<file path="src/rtl/alu_arbiter_if.sv">
// Purpose : bundles the two requester ports and the alu connection shared by alu_arbiter.
// Latency : none, wires only.
// Backpressure: requesters hold req with stable operands until their done pulse.
//
// Ports (slave = arbiter side):
//   req0/a0/b0/op0, req1/a1/b1/op1 : requester inputs
//   alu_a/alu_b/alu_c              : registered operands to the alu
//   alu_d                          : combinational alu result
//   res, done0, done1, busy, gnt_id: result and status back to the requesters
interface alu_arbiter_if #(
    parameter int WIDTH = 4
);
    logic             req0;
    logic [WIDTH-1:0] a0;
    logic [WIDTH-1:0] b0;
    logic             op0;
    logic             req1;
    logic [WIDTH-1:0] a1;
    logic [WIDTH-1:0] b1;
    logic             op1;
    logic [WIDTH-1:0] alu_a;
    logic [WIDTH-1:0] alu_b;
    logic             alu_c;
    logic [WIDTH-1:0] alu_d;
    logic [WIDTH-1:0] res;
    logic             done0;
    logic             done1;
    logic             busy;
    logic             gnt_id;

    // Arbiter side.
    modport slave (
        input  req0, a0, b0, op0,
        input  req1, a1, b1, op1,
        input  alu_d,
        output alu_a, alu_b, alu_c,
        output res, done0, done1, busy, gnt_id
    );

    // Requester/alu side.
    modport master (
        output req0, a0, b0, op0,
        output req1, a1, b1, op1,
        output alu_d,
        input  alu_a, alu_b, alu_c,
        input  res, done0, done1, busy, gnt_id
    );
endinterface

</file>
<file path="src/rtl/alu_arbiter.sv">
// Purpose : round-robin share of one combinational alu between two requesters.
// Latency : req sampled at edge N -> res/done valid after edge N+1; one op per 3 cycles.
// Backpressure: requests are sampled only in IDLE; a losing or busy-time req simply waits.
//
// Ports:
//   clk     : clock, all state on rising edge
//   n_reset : asynchronous active-low reset
//   bus     : alu_arbiter_if.slave (requesters, alu operands/result, status)
module alu_arbiter #(
    parameter int WIDTH = 4
) (
    input  logic          clk,
    input  logic          n_reset,
    alu_arbiter_if.slave  bus
);

    typedef enum logic [1:0] {
        IDLE = 2'd0,
        EXEC = 2'd1,
        DONE = 2'd2
    } state_t;

    state_t           state;
    state_t           state_nxt;

    logic             winner;
    logic             issue;
    logic             capture;

    logic [WIDTH-1:0] alu_a_q;
    logic [WIDTH-1:0] alu_b_q;
    logic             alu_c_q;
    logic [WIDTH-1:0] res_q;
    logic             done0_q;
    logic             done1_q;
    logic             gnt_q;
    // Owner of the most recent grant; reset to 1 so requester 0 wins the first tie.
    logic             last_q;

    // ------------------------------------------------------------------
    // State register
    // ------------------------------------------------------------------
    always_ff @(posedge clk or negedge n_reset) begin
        if (!n_reset) begin
            state <= IDLE;
        end else begin
            state <= state_nxt;
        end
    end

    // ------------------------------------------------------------------
    // Next state and per-edge controls
    // ------------------------------------------------------------------
    always_comb begin
        state_nxt = state;
        issue     = 1'b0;
        capture   = 1'b0;
        winner    = 1'b0;

        // A lone requester always wins; on a tie the one not served last wins.
        if (bus.req0 && bus.req1) begin
            winner = ~last_q;
        end else begin
            winner = bus.req1;
        end

        case (state)
            IDLE: begin
                if (bus.req0 || bus.req1) begin
                    issue     = 1'b1;
                    state_nxt = EXEC;
                end
            end
            EXEC: begin
                capture   = 1'b1;
                state_nxt = DONE;
            end
            DONE: begin
                state_nxt = IDLE;
            end
            default: begin
                state_nxt = IDLE;
            end
        endcase
    end

    // ------------------------------------------------------------------
    // Operand, grant and result registers
    // ------------------------------------------------------------------
    always_ff @(posedge clk or negedge n_reset) begin
        if (!n_reset) begin
            alu_a_q <= '0;
            alu_b_q <= '0;
            alu_c_q <= 1'b0;
            gnt_q   <= 1'b0;
            last_q  <= 1'b1;
        end else if (issue) begin
            // Operands are captured once; the alu sees them stable through EXEC
            // and they stay on the alu inputs until the next issue.
            alu_a_q <= winner ? bus.a1  : bus.a0;
            alu_b_q <= winner ? bus.b1  : bus.b0;
            alu_c_q <= winner ? bus.op1 : bus.op0;
            gnt_q   <= winner;
            last_q  <= winner;
        end
    end

    always_ff @(posedge clk or negedge n_reset) begin
        if (!n_reset) begin
            res_q   <= '0;
            done0_q <= 1'b0;
            done1_q <= 1'b0;
        end else begin
            if (capture) begin
                res_q <= bus.alu_d;
            end
            // Done is set only on the EXEC->DONE edge, so it clears on the
            // following edge and lasts exactly the DONE cycle.
            done0_q <= capture & ~gnt_q;
            done1_q <= capture &  gnt_q;
        end
    end

    // ------------------------------------------------------------------
    // Outputs
    // ------------------------------------------------------------------
    assign bus.alu_a  = alu_a_q;
    assign bus.alu_b  = alu_b_q;
    assign bus.alu_c  = alu_c_q;
    assign bus.res    = res_q;
    assign bus.done0  = done0_q;
    assign bus.done1  = done1_q;
    assign bus.gnt_id = gnt_q;
    assign bus.busy   = (state == EXEC) || (state == DONE);

endmodule
</file>
<file path="src/flat_wrapper.sv">
// flat-port wrapper written by rule: the top's interface ports become plain ports
module alu_arbiter_flat 
#(
    parameter int WIDTH = 4
)
  (clk, n_reset, bus_req0, bus_a0, bus_b0, bus_op0, bus_req1, bus_a1, bus_b1, bus_op1, bus_alu_d, bus_alu_a, bus_alu_b, bus_alu_c, bus_res, bus_done0, bus_done1, bus_busy, bus_gnt_id);
  alu_arbiter_if #(.WIDTH(WIDTH)) bus_i ();
  input  logic clk;
  input  logic n_reset;
  input wire logic [$bits(bus_i.req0)-1:0] bus_req0;
  input wire logic [$bits(bus_i.a0)-1:0] bus_a0;
  input wire logic [$bits(bus_i.b0)-1:0] bus_b0;
  input wire logic [$bits(bus_i.op0)-1:0] bus_op0;
  input wire logic [$bits(bus_i.req1)-1:0] bus_req1;
  input wire logic [$bits(bus_i.a1)-1:0] bus_a1;
  input wire logic [$bits(bus_i.b1)-1:0] bus_b1;
  input wire logic [$bits(bus_i.op1)-1:0] bus_op1;
  input wire logic [$bits(bus_i.alu_d)-1:0] bus_alu_d;
  output wire logic [$bits(bus_i.alu_a)-1:0] bus_alu_a;
  output wire logic [$bits(bus_i.alu_b)-1:0] bus_alu_b;
  output wire logic [$bits(bus_i.alu_c)-1:0] bus_alu_c;
  output wire logic [$bits(bus_i.res)-1:0] bus_res;
  output wire logic [$bits(bus_i.done0)-1:0] bus_done0;
  output wire logic [$bits(bus_i.done1)-1:0] bus_done1;
  output wire logic [$bits(bus_i.busy)-1:0] bus_busy;
  output wire logic [$bits(bus_i.gnt_id)-1:0] bus_gnt_id;
  assign bus_i.req0 = bus_req0;
  assign bus_i.a0 = bus_a0;
  assign bus_i.b0 = bus_b0;
  assign bus_i.op0 = bus_op0;
  assign bus_i.req1 = bus_req1;
  assign bus_i.a1 = bus_a1;
  assign bus_i.b1 = bus_b1;
  assign bus_i.op1 = bus_op1;
  assign bus_i.alu_d = bus_alu_d;
  assign bus_alu_a = bus_i.alu_a;
  assign bus_alu_b = bus_i.alu_b;
  assign bus_alu_c = bus_i.alu_c;
  assign bus_res = bus_i.res;
  assign bus_done0 = bus_i.done0;
  assign bus_done1 = bus_i.done1;
  assign bus_busy = bus_i.busy;
  assign bus_gnt_id = bus_i.gnt_id;
  alu_arbiter #(.WIDTH(WIDTH)) u_core (.clk(clk), .n_reset(n_reset), .bus(bus_i));
endmodule
</file>
<file path="config.mk">
export PLATFORM = sky130hd
export DESIGN_NAME = alu_arbiter_flat
export DESIGN_NICKNAME = d
export VERILOG_FILES = /design/src/rtl/alu_arbiter_if.sv /design/src/rtl/alu_arbiter.sv /design/src/flat_wrapper.sv
export SDC_FILE = /design/constraint.sdc
export NUM_CORES = 1
export LEC_CHECK = 0
export CAP_MARGIN = 20
export CORE_MARGIN = 2
export CORE_UTILIZATION = 35
export CTS_BUF_LIST = sky130_fd_sc_hd__clkbuf_16
export CTS_CLUSTER_DIAMETER = 200
export DETAILED_ROUTE_END_ITERATION = 12
export PLACE_DENSITY = 0.76
export REMOVE_ABC_BUFFERS = 1
export SLEW_MARGIN = 20
export SYNTH_ARGS = -nofsm -noshare
export SYNTH_HDL_FRONTEND = slang
export SYNTH_SLANG_ARGS = --single-unit
</file>
<file path="constraint.sdc">
create_clock -name clk -period 1.3 [get_ports clk]
set_input_delay 0.26 -clock clk [delete_from_list [all_inputs] [get_ports clk]]
set_output_delay 0.26 -clock clk [all_outputs]
set_load 0.05 [all_outputs]
</file>
# Word level (Yosys, flattened, before mapping)
# Index checks and enable logic that the tools add are counted.
[word_totals] wordCells=29 regBits=19 out_inout_bits=17
[classes] n_eq_ne=3 n_reduce_logical=4 n_mux=9 n_bitwise=4
[op_table] operator="4-bit 2-to-1 mux" count=2
[op_table] operator="1-bit 2-to-1 mux" count=5
[op_table] operator="2-bit one-hot mux with 2 select lines" count=1
[op_table] operator="1-bit AND" count=2
[op_table] operator="2-bit by 1-bit equality test with 1-bit output, second input constant" count=1
[op_table] operator="2-bit equality test, second input constant" count=1
[op_table] operator="2-bit zero test" count=1
[op_table] operator="1-bit logical OR" count=2
[op_table] operator="2-bit 2-to-1 mux" count=1
[op_table] operator="2-bit by 1-bit inequality test with 1-bit output, second input constant" count=1
[op_table] operator="1-bit NOT" count=2
[op_table] operator="1-bit logical AND" count=1

# Logic depth before layout (Yosys ltp)
[depth] depth_word=3 depth_mapped=7

# Least setup slack after synthesis
# OpenSTA, ideal clock, no wires.
[synth_path] kind="register -> register" startpoint="reg u_core.state[0]" endpoint="reg u_core.alu_a_q[0] (netlist: u_core.bus.alu_a[0])" arrival_time_ns=1.169 required_time_ns=1.227 stages_incl_launch_ff=8 synth_period_minus_slack_ns=1.243 path_slack_ns=0.057 cell_sequence="dfrtp_1 > inv_1 > ha_1 > clkbuf_2 > o21a_1 > clkbuf_2 > nor2_1 > a21oi_2"
[synth_via] elab_chain_cells=2
[synth_lines] element="start, declared" line_no="alu_arbiter.sv:23" rtl="state_t state;"
[synth_lines] element="start signal, assigned" line_no="alu_arbiter.sv:47" rtl="state <= state_nxt;"
[synth_lines] element="2-bit zero test" line_no="alu_arbiter.sv:67" rtl="case (state)"
[synth_lines] element="1-bit 2-to-1 mux" line_no="alu_arbiter.sv:67"
[synth_lines] element="end signal, assigned" line_no="alu_arbiter.sv:100" rtl="alu_a_q <= winner ? bus.a1 : bus.a0;"
[synth_lines] element="end, declared" line_no="alu_arbiter.sv:30" rtl="logic [WIDTH-1:0] alu_a_q;"
# Every way passes these cells.
# A chain may end at the register's enable or synchronous reset.

# Worst setup path in the final report
[layout_path] startpoint="reg u_core.state[1]" endpoint="out bus_busy"
[layout_via] elab_chain_cells=2
[layout_lines] element="2-bit by 1-bit equality test with 1-bit output / 2-bit equality test (equally long branches)" line_no="alu_arbiter.sv:134" rtl="assign bus.busy = (state == EXEC) || (state == DONE);"
[layout_lines] element="1-bit logical OR *" line_no="alu_arbiter.sv:134"
[layout_lines] element="end, declared" line_no="flat_wrapper.sv:25" rtl="output wire logic [$bits(bus_i.busy)-1:0] bus_busy;"
# Every way passes the cells marked *; elsewhere a longest branch is shown, timed or not.

==> flow_summary.ini <==
[critical_path]
rr_startpoint = u_core.state[1]
cp_num_buf_inv = 2
crit_chain = inv_2 -> ha_4 -> buf_12
cp_top_family = flip-flops
r2r_slack_ps = 50
crit_slowest_cell = dfrtp_1
arrival_ps = 1060
critPathKind = reg -> out
startpoint = u_core.state[1]
max_stage_delay_ps = 380
cp_max_fo = 3
crit_cells = 3
worstSetupEndpointType = output pin
critPathLaunchType = flip-flop
reg2reg_depth = 3
cp_data_required_time_ps = 1040

[place]
place_congestion = 0.688
port-buffer-count = 42
dp.final_hpwl_mm = 1.68
dp.cells = 152

[clock_tree]
path_clk_slew_ps = 50
clock_path_buffers = 2
cts-root-buf = clkbuf_16
clk-insertion-delay-late_ps = 240
cts_tree = yes
clock_sinks = 19
cts_made_buffers = 3
htreeDepth = 1

[logic_synthesis]
netlist.area_leader.share = 0.510
avgSynthCellArea_um2 = 10.9
synth_largest_area_cell = dfrtp_1
ys_ff_latch = 19
synthTopCellsByArea = dfrtp_1, a21oi_2, mux2_2
synth_cells = 81
ys_seq_area_frac = 0.540
synthesis.area_um2 = 883
synth_cell_types = 20
ys.warnings.count = 0

[finish]
area_growth_pct = 86.4
final_cell_mix = clkdlybuf4s50_1, dfrtp_1, buf_12
fin_cells = 159
final_common_cell = clkdlybuf4s50_1
nets = 159
diodes = 0
drive_above_1_share = 0.388

[timing]
rsz0062_at_grt = yes
min_period_ps = 1320
setup_viol = 1
max_freq_mhz = 756
slew_headroom = 0.711
worst_slack_ps = -23.0
finalCritPeriodShare = 1.02
whs_ps = 358
worstMarginPinSlew_ps = 433
hold_viol = 0
slew_violations = 0
setup_tns_ps = -23.0
skew_ps = 1.32

[detailed_routing]
drt_iter0_markers = 6
drt.antenna.violating_nets = 0
vias = 782
detail_route.wl_per_cell_um = 13.7
top_layer = met4
finalWirelength_mm = 2.18
drc_errors = 0
wl_met3_um = 122
vias_per_cell = 4.92
wl_met2_mm = 1.15
drt_pass1_iterations = 3
met1Wirelength_um = 904

[floorplan]
core-area_um2 = 2430
ios = 43
die_y_um = 54.2
die_width_um = 54.2
dieArea_um2 = 2940
row_count = 18
initial_utilization = 0.363

[job]
drv_cap = 0

[power]
p_leak_nw = 0.715
powerDensity_nw_per_um2 = 3060
power_mw = 5.04
peakVddDrop_uv = 1910

[global_route]
antenna_found_initial = 0
grt_pass1_vias = 808
grt_max_degree = 20
overflow = 0
grt_usage = 0.167
grt_pass1_wl_mm = 3.46

[status]
failed_checks = setup timing
outcome = finished with violations

[min_path]
hp-class = in -> async
## where the power goes
| part | internal, mW | switching, mW | total, mW |
|---|---|---|---|
| combinational | 1.59 | 1.61 | 3.20 |
| sequential | 0.900 | 0.325 | 1.23 |
| clock | 0.411 | 0.203 | 0.614 |
## sequential cells by signal (all words and copies together), names as in the netlist
| name | count |
|---|---|
| u_core.bus.done0 | 1 |
| u_core.bus.done1 | 1 |
| u_core.state | 2 |
| u_core.last_q | 1 |
| u_core.bus.res | 4 |
| u_core.bus.alu_a | 4 |
| u_core.bus.alu_b | 4 |
| u_core.bus.gnt_id | 1 |
| u_core.bus.alu_c | 1 |
## kinds of logic after synthesis
family | after synthesis | synth area share
and+or+nand+nor | 22 | 0.0992
buffers and inverters | 6 | 0.0312
adders and majority gates | 3 | 0.0425
AOI/OAI and AO/OA | 26 | 0.224
muxes | 5 | 0.0637
DFF | 19 | 0.540
## worst reg2reg max path: stages, from the launching register on
cell and delay [ps]:
dfrtp_1 380, inv_2 90, ha_1 290, mux2_2 370
## synthesized netlist by cell type
library cell and n:
mux2_2 5, o21ai_2 1, a21boi_4 1, a21boi_0 1, buf_2 2, inv_1 2
dfstp_2 1, ha_1 3, clkbuf_2 2, nor2_1 10, dfrtp_1 18, a31oi_1 1
a22o_2 1, a21oi_2 9, o21a_1 1, a21bo_2 1, nor2b_1 1, and2_1 1
a21oi_1 10, nand2_1 10
## what timing repair did
action / CTS / global route
hold buffers: 0 / 0
buffers inserted: 2 / 0
resized for setup: 8 / 0
endpoints found under the setup margin: 10 / 3
cloned: 1 / 0
## worst paths after layout
path / to
min: u_core.state[1]
max reg2reg: u_core.bus.res[1]
min in group clk: u_core.state[1]
min reg2reg: u_core.state[1]
max: bus_busy
max in group asynchronous: u_core.last_q
## cell type report
| type | instances | area (um2) |
|---|---|---|
| sequential | 19 | 477 |
| inverter | 2 | 7.51 |
| clock buffer | 3 | 75.1 |
| fill | 174 | 786 |
| clock inverter | 1 | 5.00 |
| tap | 30 | 37.5 |
| timing repair buffer | 47 | 626 |
| multi-input combinational | 57 | 419 |
## per-stage QoR
step                area (um2)   util  setup WS (ps)
global route              1650  0.677          -60.6
floorplan                  863      -           90.0
global placement          1510  0.622           -211
detailed placement        1510  0.622           -312
finish                    1650  0.677          -23.0
CTS                       1650  0.677          -21.9
## per-layer routing
| layer | global-route usage | vias to the layer above |
|---|---|---|
| li1 | - | 373 |
| met2 | 0.301 | 23 |
| met3 | 0.0355 | 2 |
| met1 | 0.198 | 384 |
| met4 | 0.0500 | 0 |
| met5 | 0 | - |
No activity file was read; power rests on OpenSTA's default activity.
